File: config.mk
export PLATFORM = sky130hd
export DESIGN_NAME = angle_update_sched_flat
export DESIGN_NICKNAME = d
export VERILOG_FILES = /design/src/rtl/angle_update_sched_if.sv /design/src/rtl/angle_update_sched.sv /design/src/flat_wrapper.sv
export SDC_FILE = /design/constraint.sdc
export NUM_CORES = 1
export LEC_CHECK = 0
export ABC_AREA = 1
export BUFFER_PORTS_ARGS = -buffer_cell sky130_fd_sc_hd__buf_4
export CAP_MARGIN = 20
export CORE_ASPECT_RATIO = 1.75
export CORE_MARGIN = 4
export CORE_UTILIZATION = 50
export DETAILED_ROUTE_END_ITERATION = 8
export PLACE_DENSITY = 0.79
export SYNTH_ARGS = -nofsm -noshare
export SYNTH_HDL_FRONTEND = slang
export SYNTH_SLANG_ARGS = --single-unit
export TNS_END_PERCENT = 5
File: constraint.sdc
create_clock -name clock -period 1.8 [get_ports clock]
set_input_delay 0.09 -clock clock [delete_from_list [all_inputs] [get_ports clock]]
set_output_delay 0.09 -clock clock [all_outputs]
set_load 0.05 [all_outputs]
File: src/rtl/angle_update_sched_if.sv
// Host/steering-controller signal bundle for the angle update scheduler.
// master = host register block plus pwm_ctrl side, slave = the scheduler.
interface angle_update_sched_if;
    logic        enable;
    logic [47:0] target_angle_in;
    logic [3:0]  target_valid;
    logic [47:0] ch_target_angle;
    logic [3:0]  ch_angle_update;
    logic [3:0]  ch_angle_done;
    logic [3:0]  clear_timeout;
    logic [3:0]  timeout_flag;
    logic        busy;
    logic [1:0]  active_ch;

    modport master (
        output enable, target_angle_in, target_valid, ch_angle_done, clear_timeout,
        input  ch_target_angle, ch_angle_update, timeout_flag, busy, active_ch
    );

    modport slave (
        input  enable, target_angle_in, target_valid, ch_angle_done, clear_timeout,
        output ch_target_angle, ch_angle_update, timeout_flag, busy, active_ch
    );
endinterface

File: src/rtl/angle_update_sched.sv
// Round-robin scheduler serializing angle updates to four steering controllers:
// one channel in flight at a time, finished by a done rising edge or a timeout.
module angle_update_sched #(
    parameter logic [23:0] TIMEOUT_CYCLES = 24'd5_000_000
) (
    input  logic                       clock,
    input  logic                       reset_n,
    angle_update_sched_if.slave        bus
);

    typedef enum logic [1:0] {IDLE, ISSUE, WAIT, DONE} state_t;

    state_t      r_state;
    state_t      w_state_next;

    logic [11:0] r_shadow [4];
    logic        r_pending [4];
    logic [11:0] r_angle [4];
    logic [3:0]  r_ch_angle_update;
    logic [3:0]  r_timeout_flag;
    logic [3:0]  r_done_d;
    logic [1:0]  r_rr_ptr;
    logic [1:0]  r_active_ch;
    logic [23:0] r_wait_cnt;
    logic        r_busy;

    logic [3:0]  w_pending;
    logic [7:0]  w_pend_dbl;
    logic [3:0]  w_pend_rot;
    logic [1:0]  w_grant_off;
    logic [1:0]  w_grant_ch;
    logic        w_grant;
    logic        w_done_rise;
    logic        w_timeout_hit;
    logic        w_timeout_set;
    logic [3:0]  w_timeout_set_vec;

    // Rotate pending so offset 0 is rr_ptr, then take the lowest set offset.
    assign w_pend_dbl = {w_pending, w_pending};
    assign w_pend_rot = w_pend_dbl[r_rr_ptr +: 4];

    always_comb begin
        w_grant_off = 2'd0;
        casez (w_pend_rot)
            4'b???1: w_grant_off = 2'd0;
            4'b??10: w_grant_off = 2'd1;
            4'b?100: w_grant_off = 2'd2;
            default: w_grant_off = 2'd3;
        endcase
    end

    assign w_grant_ch  = r_rr_ptr + w_grant_off;
    assign w_grant     = (r_state == IDLE) && bus.enable && (|w_pending);

    // A done level already high on WAIT entry is masked by done_d.
    assign w_done_rise   = bus.ch_angle_done[r_active_ch] & ~r_done_d[r_active_ch];
    assign w_timeout_hit = (r_wait_cnt == TIMEOUT_CYCLES - 24'd1);
    assign w_timeout_set = (r_state == WAIT) && !w_done_rise && w_timeout_hit;
    assign w_timeout_set_vec = w_timeout_set ? (4'b0001 << r_active_ch) : 4'b0000;

    always_comb begin
        w_state_next = r_state;
        case (r_state)
            IDLE:    if (w_grant) w_state_next = ISSUE;
            ISSUE:   w_state_next = WAIT;
            WAIT:    if (w_done_rise || w_timeout_hit) w_state_next = DONE;
            DONE:    w_state_next = IDLE;
            default: w_state_next = IDLE;
        endcase
    end

    always_ff @(posedge clock or negedge reset_n) begin
        if (!reset_n) r_state <= IDLE;
        else          r_state <= w_state_next;
    end

    always_ff @(posedge clock or negedge reset_n) begin
        if (!reset_n) begin
            r_ch_angle_update <= 4'b0000;
            r_active_ch       <= 2'd0;
            r_rr_ptr          <= 2'd0;
            r_wait_cnt        <= 24'd0;
            r_done_d          <= 4'b0000;
            r_busy            <= 1'b0;
            r_timeout_flag    <= 4'b0000;
        end else begin
            r_ch_angle_update <= w_grant ? (4'b0001 << w_grant_ch) : 4'b0000;
            if (w_grant)
                r_active_ch <= w_grant_ch;
            if (r_state == DONE)
                r_rr_ptr <= r_active_ch + 2'd1;
            if (r_state == ISSUE)
                r_wait_cnt <= 24'd0;
            else if (r_state == WAIT)
                r_wait_cnt <= r_wait_cnt + 24'd1;
            r_done_d       <= bus.ch_angle_done;
            r_busy         <= (w_state_next != IDLE);
            // A set wins over a clear landing on the same cycle.
            r_timeout_flag <= (r_timeout_flag & ~bus.clear_timeout) | w_timeout_set_vec;
        end
    end

    generate
        for (genvar gi = 0; gi < 4; gi++) begin : g_ch
            always_ff @(posedge clock or negedge reset_n) begin
                if (!reset_n) begin
                    r_shadow[gi]  <= 12'd0;
                    r_pending[gi] <= 1'b0;
                    r_angle[gi]   <= 12'd0;
                end else begin
                    // A strobe during ISSUE keeps pending set so the new value gets its own grant.
                    if (bus.target_valid[gi]) begin
                        r_shadow[gi]  <= bus.target_angle_in[12*gi +: 12];
                        r_pending[gi] <= 1'b1;
                    end else if (r_state == ISSUE && r_active_ch == 2'(gi)) begin
                        r_pending[gi] <= 1'b0;
                    end
                    if (w_grant && w_grant_ch == 2'(gi))
                        r_angle[gi] <= r_shadow[gi];
                end
            end

            assign w_pending[gi]                 = r_pending[gi];
            assign bus.ch_target_angle[12*gi +: 12] = r_angle[gi];
        end
    endgenerate

    assign bus.ch_angle_update = r_ch_angle_update;
    assign bus.timeout_flag    = r_timeout_flag;
    assign bus.busy            = r_busy;
    assign bus.active_ch       = r_active_ch;

endmodule

File: src/flat_wrapper.sv
// flat-port wrapper written by rule: the top's interface ports become plain ports
module angle_update_sched_flat 
#(
    parameter logic [23:0] TIMEOUT_CYCLES = 24'd5_000_000
)
  (clock, reset_n, bus_enable, bus_target_angle_in, bus_target_valid, bus_ch_angle_done, bus_clear_timeout, bus_ch_target_angle, bus_ch_angle_update, bus_timeout_flag, bus_busy, bus_active_ch);
  angle_update_sched_if bus_i ();
  input  logic clock;
  input  logic reset_n;
  input wire logic [$bits(bus_i.enable)-1:0] bus_enable;
  input wire logic [$bits(bus_i.target_angle_in)-1:0] bus_target_angle_in;
  input wire logic [$bits(bus_i.target_valid)-1:0] bus_target_valid;
  input wire logic [$bits(bus_i.ch_angle_done)-1:0] bus_ch_angle_done;
  input wire logic [$bits(bus_i.clear_timeout)-1:0] bus_clear_timeout;
  output wire logic [$bits(bus_i.ch_target_angle)-1:0] bus_ch_target_angle;
  output wire logic [$bits(bus_i.ch_angle_update)-1:0] bus_ch_angle_update;
  output wire logic [$bits(bus_i.timeout_flag)-1:0] bus_timeout_flag;
  output wire logic [$bits(bus_i.busy)-1:0] bus_busy;
  output wire logic [$bits(bus_i.active_ch)-1:0] bus_active_ch;
  assign bus_i.enable = bus_enable;
  assign bus_i.target_angle_in = bus_target_angle_in;
  assign bus_i.target_valid = bus_target_valid;
  assign bus_i.ch_angle_done = bus_ch_angle_done;
  assign bus_i.clear_timeout = bus_clear_timeout;
  assign bus_ch_target_angle = bus_i.ch_target_angle;
  assign bus_ch_angle_update = bus_i.ch_angle_update;
  assign bus_timeout_flag = bus_i.timeout_flag;
  assign bus_busy = bus_i.busy;
  assign bus_active_ch = bus_i.active_ch;
  angle_update_sched #(.TIMEOUT_CYCLES(TIMEOUT_CYCLES)) u_core (.clock(clock), .reset_n(reset_n), .bus(bus_i));
endmodule
==> summary.txt, run 1 <==
Outcome
  – Run status: finished with violations
  – Failing checks: setup timing

Placement
  – IO Port Bufs: 121
  – Pre-CTS WS: -0.170 ns
  – Routability Congestion: 0.934
  – Placed insts: 1062
  – HPWL after DPL: 11500 microns

Floorplan
  – Core Area: 12500 sq um
  – Die X: 93.2 microns
  – Starting Density: 50.9%
  – Die ar.: 14700 sq um
  – Core Rows: 54
  – I/O Pins: 122
  – Die height: 157 microns

Detailed routing
  – # DRC: 0
  – Per-cell routed wire length: 19.2 microns
  – Detailed Routing Iterations Pass 1: 5
  – Post-DR vias/cell: 5.50
  – Total Wirelength: 23200 microns
  – DRT iter0 DRCs: 554
  – Vias: 6640
  – Post-route ant nets: 0

Clocking
  – CTS Sinks: 143
  – Clk buf depth: 2
  – H-tree lvl count: 4
  – Worst-Skew Late Latency: 0.43 ns
  – CTS clk-pin slew, worst paths: 0.07 ns
  – Root buf cell: clkbuf_16
  – TritonCTS Buffers: 17
  – CTS tree: done

Layout
  – Fillers: 722
  – Layout cell share with drive strength beyond 1: 24.8%
  – Final cell count without fillers: 1208
  – Area growth from synthesis to layout: 53.0%
  – Inserted Diodes: 0
  – Nets@finish: 1101

Power
  – Clk pwr share: 24.6%
  – Logic pwr share: 46.8%
  – Sequential share of power: 28.6%
  – VDD IR max: 0.000961 V
  – Static leakage: 4.95 nW
  – Power Internal: 0.00883 W
  – P_sw: 0.00690 W
  – Pwr/cell area: 1620 nW/um^2
  – Sw Share: 43.9%

STA
  – Setup-failing EPs final: 54
  – Final Skew: 0.0163 ns
  – Tmin final: 2.11 ns
  – Fin worst setup slack: -0.309 ns
  – WHS: 0.00566 ns
  – Max-slew violations: 0
  – Max Freq: 0.474 GHz
  – Max-slew headroom: 67.3%
  – Final period util: 117%
  – Least-Margin Pin Slew: 0.489 ns
  – Final Hold Vio Count: 0
  – Unrepaired setup endpoints after global routing: yes

Synth
  – Yosys top cell by area: dfrtp_1
  – Most frequent cell after synthesis: nand2_1
  – Commonest cells post-synth: nand2_1 (342), dfrtp_1 (143), nand3_1 (78), nor2_1 (49), inv_1 (48)
  – Synthesis Warnings: 0
  – Top FF cell, synth: dfrtp_1
  – Register area share after synthesis: 56.3%
  – Post-synthesis cell count: 766
  – Post-synth net total: 840
  – Cell Area, Synth: 6360 sq um
  – Cell variety after synth: 33
  – Synth top area share: 56.3%
  – Top cells by area, synth: dfrtp_1 (56%), nand2_1 (20%), nand3_1 (6.1%)
  – Mapped Avg Cell Area: 8.30 sq um
  – Count of flip-flops with a built-in enable after synthesis: 0
  – Asr flop ratio synth: 100%
  – FF+latch count, synth: 143

Global route
  – GRT overflow: 0
  – Via count of the first global-routing pass: 6667
  – First-pass GRT wire length: 32400 microns
  – Total track usage: 28.7%
  – Largest net degree at the start of global routing: 47
  – Initial antenna violation count: 0

Critical path
  – CP Data Required Time: 2.17 ns
  – Worst path cell trace: inv_2, nand2_4, nand2_2, a21boi_2, o21ai_2, ha_4, nor2_4, buf_4, buf_8, nand3_1, nand2_1
  – Crit-path max cell delay: 0.47 ns
  – CP Class: reg2reg
  – Critical Path Start Type: flop
  – Worst EP arrival: 2.48 ns
  – Max FO, Critical Path: 12
  – Setup crit end kind: flop
  – CP max-delay cell: dfrtp_2

Worst hold path
  – Tightest Hold Check Type: in2reg

Run
  – Max-cap violations: 0
per-layer routing:
layer	global-route usage, %	part of all wire [%]
met1	29.6	33
met2	53.8	55
met3	5.02	6.3
met4	15.8	6.1
met5	0	0
layout make-up:
type                       instances  area (sq um)  area share, %
clock buffer                      18           429           4.41
clock inverter                    14           204           2.10
inverter                          50           188           1.93
multi-input combinational        554          2780           28.5
sequential                       143          3580           36.8
tap                              168           210           2.16
timing repair buffer             261          2340           24.1
state kept, by name, summed over array words and instances, names as in the netlist:
name and count:
u_core.bus.timeout_flag 4, u_core.r_done_d 4, u_core.r_state 2, u_core.r_shadow 48, u_core.bus.ch_angle_update 4, u_core.r_rr_ptr 2
u_core.r_wait_cnt 24, u_core.r_pending 4, u_core.bus.ch_target_angle 48, u_core.bus.busy 1, u_core.bus.active_ch 2
per-stage QoR:
stage	TNS, ns	instance area [sq um]	power [W]	util [%]
4_1_cts	-3.54	9330	0.0142	74.6
6_report	-12.67	9730	0.0157	77.8
3_5_place_dp	-6.15	7630	0.00993	61.0
5_1_grt	-17.24	9730	0.0163	77.8
2_1_floorplan	-0.449	6390	0.00808	-
3_3_place_gp	-3.29	7630	0.00980	61.0
final timing paths:
path | slack, ns | from | cells past startpoint | end
min in group asynchronous | 0.16 | reset_n | 2 | u_core.r_shadow[33]$_DFFE_PN0P_
worst max register to register | -0.31 | u_core.r_rr_ptr[0]$_DFFE_PN0N_ | 11 | u_core.bus.ch_target_angle[31]$_DFFE_PN0P_
worst min register to register | 0.48 | u_core.r_shadow[7]$_DFFE_PN0P_ | 2 | u_core.r_shadow[7]$_DFFE_PN0P_
worst max-delay path | -0.31 | u_core.r_rr_ptr[0]$_DFFE_PN0N_ | 11 | u_core.bus.ch_target_angle[31]$_DFFE_PN0P_
max in group asynchronous | 0.96 | reset_n | 3 | u_core.r_rr_ptr[0]$_DFFE_PN0N_
worst min-delay path | 0.006 | bus_target_valid[3] | 3 | u_core.r_shadow[1]$_DFFE_PN0P_
critical path: cells and delay by family, from the launching register on:
family,cells,cell delay (ns)
AND/OR/NAND/NOR,5,0.60
flip-flops,1,0.47
buffers and inverters,3,0.43
AO/OA/AOI/OAI,2,0.30
adder cells (fa/ha/maj),1,0.26
repair_timing:
item / 4_1_cts / 5_1_grt
cloned: 3 / 6
pin swaps: 6 / 16
resized for setup: 17 / 48
setup endpoints to repair: 55 / 69
hold buffers: 92 / 0
endpoints found under the hold margin: 177 / 0
buffers inserted: 2 / 11
power by group through the flow:
stage          clock network, W  registers [W]  logic (W)
5_1_grt                 0.00406        0.00454    0.00772
3_5_place_dp                  0        0.00442    0.00551
6_report                0.00387        0.00450    0.00737
4_1_cts                 0.00381        0.00439    0.00602
3_3_place_gp                  0        0.00441    0.00539
2_1_floorplan                 0        0.00596    0.00212
layout by cell type (no fill, tap or decap), drive strengths merged:
cell type    synthesis  routed
dlygate4sd3          0      92
nor4                 1       1
and2                 1       1
a21boi               1       1
dfrtp              143     143
nand3b               5       5
nand4                4       4
clkinvlp             0       2
and3                 1       1
bufinv               0       4
inv                 50      56
a31oi                1       1
nor3b                1       1
clkbuf              14      20
clkinv               0       2
nand2              347     349
nor3                 6       6
o21ai               19      19
or2                  1       1
o221ai               1       1
ha                  11      11
xor2                 2       2
nand3               85      88
o21bai               1       1
a21oi               10      10
nor2                51      51
buf                 10     167
cells by family (layout without fill, tap and decap cells):
family	count (synthesis)	after routing	share of synthesized area (%)
xor+xnor	2	2	0.276
compound gates	33	33	2.93
buf+inv	74	343	5.21
simple gates	503	508	33.1
flops	143	143	56.3
fa+ha+maj	11	11	2.16
Note: power is estimated with default switching activity, not from simulation.
==> inputs of run 2 (changes only) <==
CORE_ASPECT_RATIO = default   (was 1.75)
==> summary.txt, run 2 (synthesized netlist as in run 1, its figures left out) <==
Placement
  – Dpl cell area: 7620 sq um
  – Routability Congestion: 0.831
  – IO Port Bufs: 121
  – Pre-CTS WS: -0.199 ns
  – HPWL after DPL: 10500 microns
  – Placed insts: 1060

Floorplan
  – Die height: 121 microns
  – Die X: 121 microns
  – I/O Pins: 122
  – Die ar.: 14600 sq um
  – Starting Density: 52.1%
  – Core Rows: 40
  – Core Area: 12200 sq um

Detailed routing
  – Post-route ant nets: 0
  – DRT iter0 DRCs: 1087
  – Per-cell routed wire length: 20.3 microns
  – Vias: 6916
  – Post-DR vias/cell: 5.69
  – Routed wire length on met2: 12300 microns
  – Met3 wire length: 1890 microns
  – Detailed Routing Iterations Pass 1: 7
  – # DRC: 0
  – Total Wirelength: 24700 microns
  – DR top layer: met4
  – DRT met1 WL: 8750 microns

STA
  – Unrepaired setup endpoints after global routing: yes
  – Final Skew: 0.0180 ns
  – Max-slew headroom: 64.8%
  – Final period util: 121%
  – Fin worst setup slack: -0.371 ns
  – Max-slew violations: 0
  – Least-Margin Pin Slew: 0.527 ns
  – Final Hold Vio Count: 0
  – Setup-failing EPs final: 56
  – Max Freq: 0.461 GHz
  – WHS: 0.0125 ns
  – Tmin final: 2.17 ns

Clocking
  – CTS clk-pin slew, worst paths: 0.07 ns
  – H-tree lvl count: 4
  – Root buf cell: clkbuf_16
  – Clk buf depth: 2
  – CTS tree: done
  – CTS Sinks: 143
  – Worst-Skew Late Latency: 0.44 ns
  – TritonCTS Buffers: 17

Critical path
  – Worst path cell trace: buf_4, nand2_1, nand2_1, buf_4, o21ai_4, nand2_4, nand2_8, nand2_4, buf_12, nand3_1, nand2_1
  – Setup crit end kind: flop
  – Reg2reg start: u_core.r_rr_ptr[0]$_DFFE_PN0N_
  – RR Endpoint: u_core.bus.ch_target_angle[35]$_DFFE_PN0P_
  – Crit path capture: u_core.bus.ch_target_angle[35]$_DFFE_PN0P_
  – Crit-path max cell delay: 0.47 ns
  – Max FO, Critical Path: 12
  – Reg2reg path depth: 11
  – CP max-delay cell: dfrtp_2
  – Crit-path most repeated cell: nand2_1
  – Critical Path Start Type: flop
  – Worst EP arrival: 2.49 ns
  – CP Data Required Time: 2.12 ns
  – CP Class: reg2reg
  – FF-to-FF setup slack: -0.37 ns
  – Crit path from: u_core.r_rr_ptr[0]$_DFFE_PN0N_

Layout
  – Nets@finish: 1108
  – Area growth from synthesis to layout: 53.1%
  – Commonest non-fill, non-tap cells in the layout: nand2_1 (332), buf_4 (148), dfrtp_1 (141)
  – Fillers: 673
  – Core Util, Final: 79.7%
  – Layout cell share with drive strength beyond 1: 23.1%
  – FF/Latch Area: 3580 sq um
  – Design Area, Final: 9730 sq um
  – Area of the multi-input gates: 2710 sq um
  – Most common cell after layout, fill and taps aside: nand2_1
  – Inserted Diodes: 0
  – Final cell count without fillers: 1215

Global route
  – Initial antenna violation count: 0
  – First-pass GRT wire length: 32200 microns
  – Via count of the first global-routing pass: 6633
  – Total track usage: 28.4%
  – GRT overflow: 0
  – Largest net degree at the start of global routing: 62

Power
  – VDD IR max: 0.00107 V
  – Pwr/cell area: 1600 nW/um^2
  – Static leakage: 4.93 nW

Outcome
  – Run status: finished with violations
  – Failing checks: setup timing

Run
  – Max-cap violations: 0

Worst hold path
  – Tightest Hold Check Type: in2reg
==> run 2: how the worst min path moves through the flow <==
stage,end,slack [ns],cells after the start,startpoint
2_1_floorplan,u_core.bus.active_ch[0]$_DFFE_PN0P_,-0.21,0,reset_n
4_1_cts,u_core.r_shadow[17]$_DFFE_PN0P_,0.01,3,bus_target_valid[2]
6_report,u_core.r_shadow[17]$_DFFE_PN0P_,0.01,3,bus_target_valid[2]
5_1_grt,u_core.r_shadow[17]$_DFFE_PN0P_,0.02,3,bus_target_valid[2]
3_5_place_dp,u_core.r_wait_cnt[13]$_DFFE_PN0P_,0.01,1,reset_n
3_3_place_gp,u_core.r_wait_cnt[13]$_DFFE_PN0P_,0.01,1,reset_n
==> run 2: layer usage <==
metal,global-route usage [%],up-vias
li1,-,2956
met1,31.6,3318
met2,50.6,476
met3,7.30,166
met4,13.6,0
met5,0,-
==> run 2: worst max-delay path: cells and delay by family, from the launching register on <==
family / cells / cell delay (ns)
AOI/OAI and AO/OA: 1 / 0.29
buffers and inverters: 3 / 0.48
DFF: 1 / 0.47
and+or+nand+nor: 7 / 0.79
==> run 2: repair_timing <==
action                     CTS  global route
pin swaps                    2            20
gates resized for setup      9            34
hold buffers               103             0
buffers inserted             1            11
cloned                       1             7
hold endpoints to repair   199             0
setup endpoints to repair   54            61
==> run 2: report_power, final <==
group / total, W / switching, W / internal, W
registers: 0.00452 / 0.000607 / 0.00391
clock network: 0.00369 / 0.00143 / 0.00226
logic: 0.00741 / 0.00489 / 0.00252
==> run 2: layout make-up <==
class | count | area share [%]
tap | 168 | 2.16
sequential | 143 | 36.8
inverter | 50 | 1.93
clock buffer | 23 | 4.81
clock inverter | 9 | 1.36
timing repair buffer | 267 | 25.1
multi-input combinational | 555 | 27.8
==> run 2: through the flow <==
stage                     power (W)  TNS, ns
after global placement      0.00980    -3.81
final                        0.0156   -15.27
after detailed placement    0.00993    -6.54
after CTS                    0.0140    -4.50
after floorplan             0.00808   -0.449
after global routing         0.0160   -17.08
==> inputs of run 3 (changes only) <==
CORE_UTILIZATION = 52   (was 50)
CTS_BUF_LIST = sky130_fd_sc_hd__clkbuf_2 sky130_fd_sc_hd__clkbuf_4 sky130_fd_sc_hd__clkbuf_8   (was default)
PLACE_DENSITY = 0.82   (was 0.79)
==> summary.txt, run 3 (synthesized netlist as in run 1, its figures left out) <==
Layout
  – Layout cell share with drive strength beyond 1: 22.8%
  – Inserted Diodes: 0
  – Most common cell after layout, fill and taps aside: nand2_1
  – Area growth from synthesis to layout: 48.5%
  – Commonest non-fill, non-tap cells in the layout: nand2_1 (335), buf_4 (153), dfrtp_1 (142)
  – Fillers: 662
  – Nets@finish: 1111

Clocking
  – TritonCTS Buffers: 17
  – Worst-Skew Late Latency: 0.49 ns
  – CTS clk-pin slew, worst paths: 0.09 ns
  – Clk buf depth: 2
  – Root buf cell: clkbuf_8
  – CTS tree: done
  – H-tree lvl count: 4
  – CTS Sinks: 143

Critical path
  – Reg2reg path depth: 11
  – CP max-delay cell: dfrtp_2
  – Crit-path max cell delay: 0.47 ns
  – CP Class: reg2reg
  – RR Endpoint: u_core.bus.ch_target_angle[33]$_DFFE_PN0P_
  – Reg2reg start: u_core.r_rr_ptr[0]$_DFFE_PN0N_
  – Critical Path Start Type: flop
  – CP top delay family: simple AND/OR/NAND/NOR gates
  – Worst EP arrival: 2.61 ns
  – FF-to-FF setup slack: -0.40 ns
  – CP Data Required Time: 2.21 ns
  – Max FO, Critical Path: 20
  – Worst path cell trace: nand2_1, o21ai_2, nor2_1, nand3_1, o21ai_1, ha_2, nor2_4, buf_12, buf_12, nand3_1, nand2_1
  – Setup crit end kind: flop
  – CP Buf/Inv Count: 2

Detailed routing
  – Per-cell routed wire length: 19.6 microns
  – DRT iter0 DRCs: 1054
  – Post-route ant nets: 0
  – Post-DR vias/cell: 5.73
  – Vias: 6853
  – Detailed Routing Iterations Pass 1: 9
  – # DRC: 2
  – Total Wirelength: 23400 microns

Worst hold path
  – Hold path depth: 3
  – Hold Crit Endpoint: u_core.bus.active_ch[0]$_DFFE_PN0P_
  – Hold Crit Start: bus_enable
  – Tightest Hold Check Type: in2reg

Global route
  – Initial antenna violation count: 0
  – First-pass GRT wire length: 32900 microns
  – Largest net degree at the start of global routing: 49
  – GRT overflow: 0
  – Via count of the first global-routing pass: 6640
  – Total track usage: 29.8%

Power
  – VDD IR max: 0.000702 V
  – Static leakage: 4.84 nW
  – Pwr/cell area: 1500 nW/um^2

Floorplan
  – I/O Pins: 122
  – Core Area: 12000 sq um
  – Die height: 119 microns
  – Starting Density: 52.9%
  – Die X: 119 microns
  – Core Rows: 40
  – Die ar.: 14100 sq um

STA
  – Unrepaired setup endpoints after global routing: yes
  – Tmin final: 2.20 ns
  – Max-slew headroom: 67.5%
  – WHS: 0.0790 ns
  – Final Skew: 0.0298 ns
  – Setup-failing EPs final: 54
  – Max-slew violations: 0
  – Fin worst setup slack: -0.401 ns
  – Setup TNS Final: -16.67 ns
  – Max Freq: 0.454 GHz
  – Final Hold Vio Count: 0
  – Least-Margin Pin Slew: 0.487 ns
  – Final period util: 122%

Placement
  – HPWL after DPL: 10700 microns
  – Routability Congestion: 0.918
  – Pre-CTS WS: -0.197 ns
  – IO Port Bufs: 121

Run
  – Max-cap violations: 0

Outcome
  – Run status: finished with violations
  – Failing checks: DRC, setup timing
-- run 3: tightest hold or removal path: cells and delay by family --
family                 cells  cell delay [ns]
and+or+nand+nor            1             0.19
buffers and inverters      1             0.12
AOI/OAI and AO/OA          1             0.10
-- run 3: how the worst max path moves through the flow --
stage / startpoint / to / slack, ns / cells past startpoint
global route: u_core.r_rr_ptr[0]$_DFFE_PN0N_ / u_core.bus.ch_target_angle[8]$_DFFE_PN0P_ / -0.46 / 10
CTS: u_core.r_rr_ptr[0]$_DFFE_PN0N_ / u_core.bus.ch_target_angle[47]$_DFFE_PN0P_ / -0.11 / 10
finish: u_core.r_rr_ptr[0]$_DFFE_PN0N_ / u_core.bus.ch_target_angle[33]$_DFFE_PN0P_ / -0.40 / 11
global placement: u_core.r_rr_ptr[0]$_DFFE_PN0N_ / u_core.bus.ch_target_angle[12]$_DFFE_PN0P_ / -0.11 / 9
detailed placement: u_core.r_rr_ptr[0]$_DFFE_PN0N_ / u_core.bus.ch_target_angle[20]$_DFFE_PN0P_ / -0.20 / 9
floorplan: u_core.r_rr_ptr[0]$_DFFE_PN0N_ / u_core.bus.ch_target_angle[15]$_DFFE_PN0P_ / -0.02 / 10
-- run 3: final cells by class --
class	instances	area [sq um]	share of cell area [%]
clock buffer	21	283	2.99
tap	147	184	1.95
clock inverter	10	87.6	0.928
multi-input combinational	556	2700	28.6
inverter	50	188	1.99
sequential	143	3580	37.9
timing repair buffer	269	2420	25.7
-- run 3: per-layer routing --
layer  global-route usage, %  wire (microns)
met4                    20.9            1970
met2                    49.9           11300
met5                       0               0
met3                    6.08            2030
met1                    34.1            8160
-- run 3: what timing repair did --
item | 4_1_cts | 5_1_grt
hold buffers | 105 | 0
setup buffers | 3 | 9
pin swaps | 9 | 16
gates cloned | 6 | 2
setup endpoints to repair | 55 | 65
gates resized for setup | 17 | 20
endpoints found under the hold margin | 199 | 0
-- run 3: metrics by stage --
| step | instances | area (sq um) | total power [W] | utilization, % |
|---|---|---|---|---|
| floorplan | 766 | 6390 | 0.00808 | - |
| detailed placement | 1041 | 7610 | 0.00990 | 63.4 |
| finish | 1196 | 9440 | 0.0142 | 78.6 |
| CTS | 1186 | 9260 | 0.0131 | 77.1 |
| global placement | 1041 | 7610 | 0.00978 | 63.4 |
| global route | 1196 | 9440 | 0.0147 | 78.6 |
-- run 3: report_power, final --
group	switching [W]	internal (W)	leakage [nW]
registers	0.000592	0.00390	1.81
logic	0.00477	0.00238	2.84
clock network	0.00134	0.00120	0.191
total	0.00670	0.00748	4.84
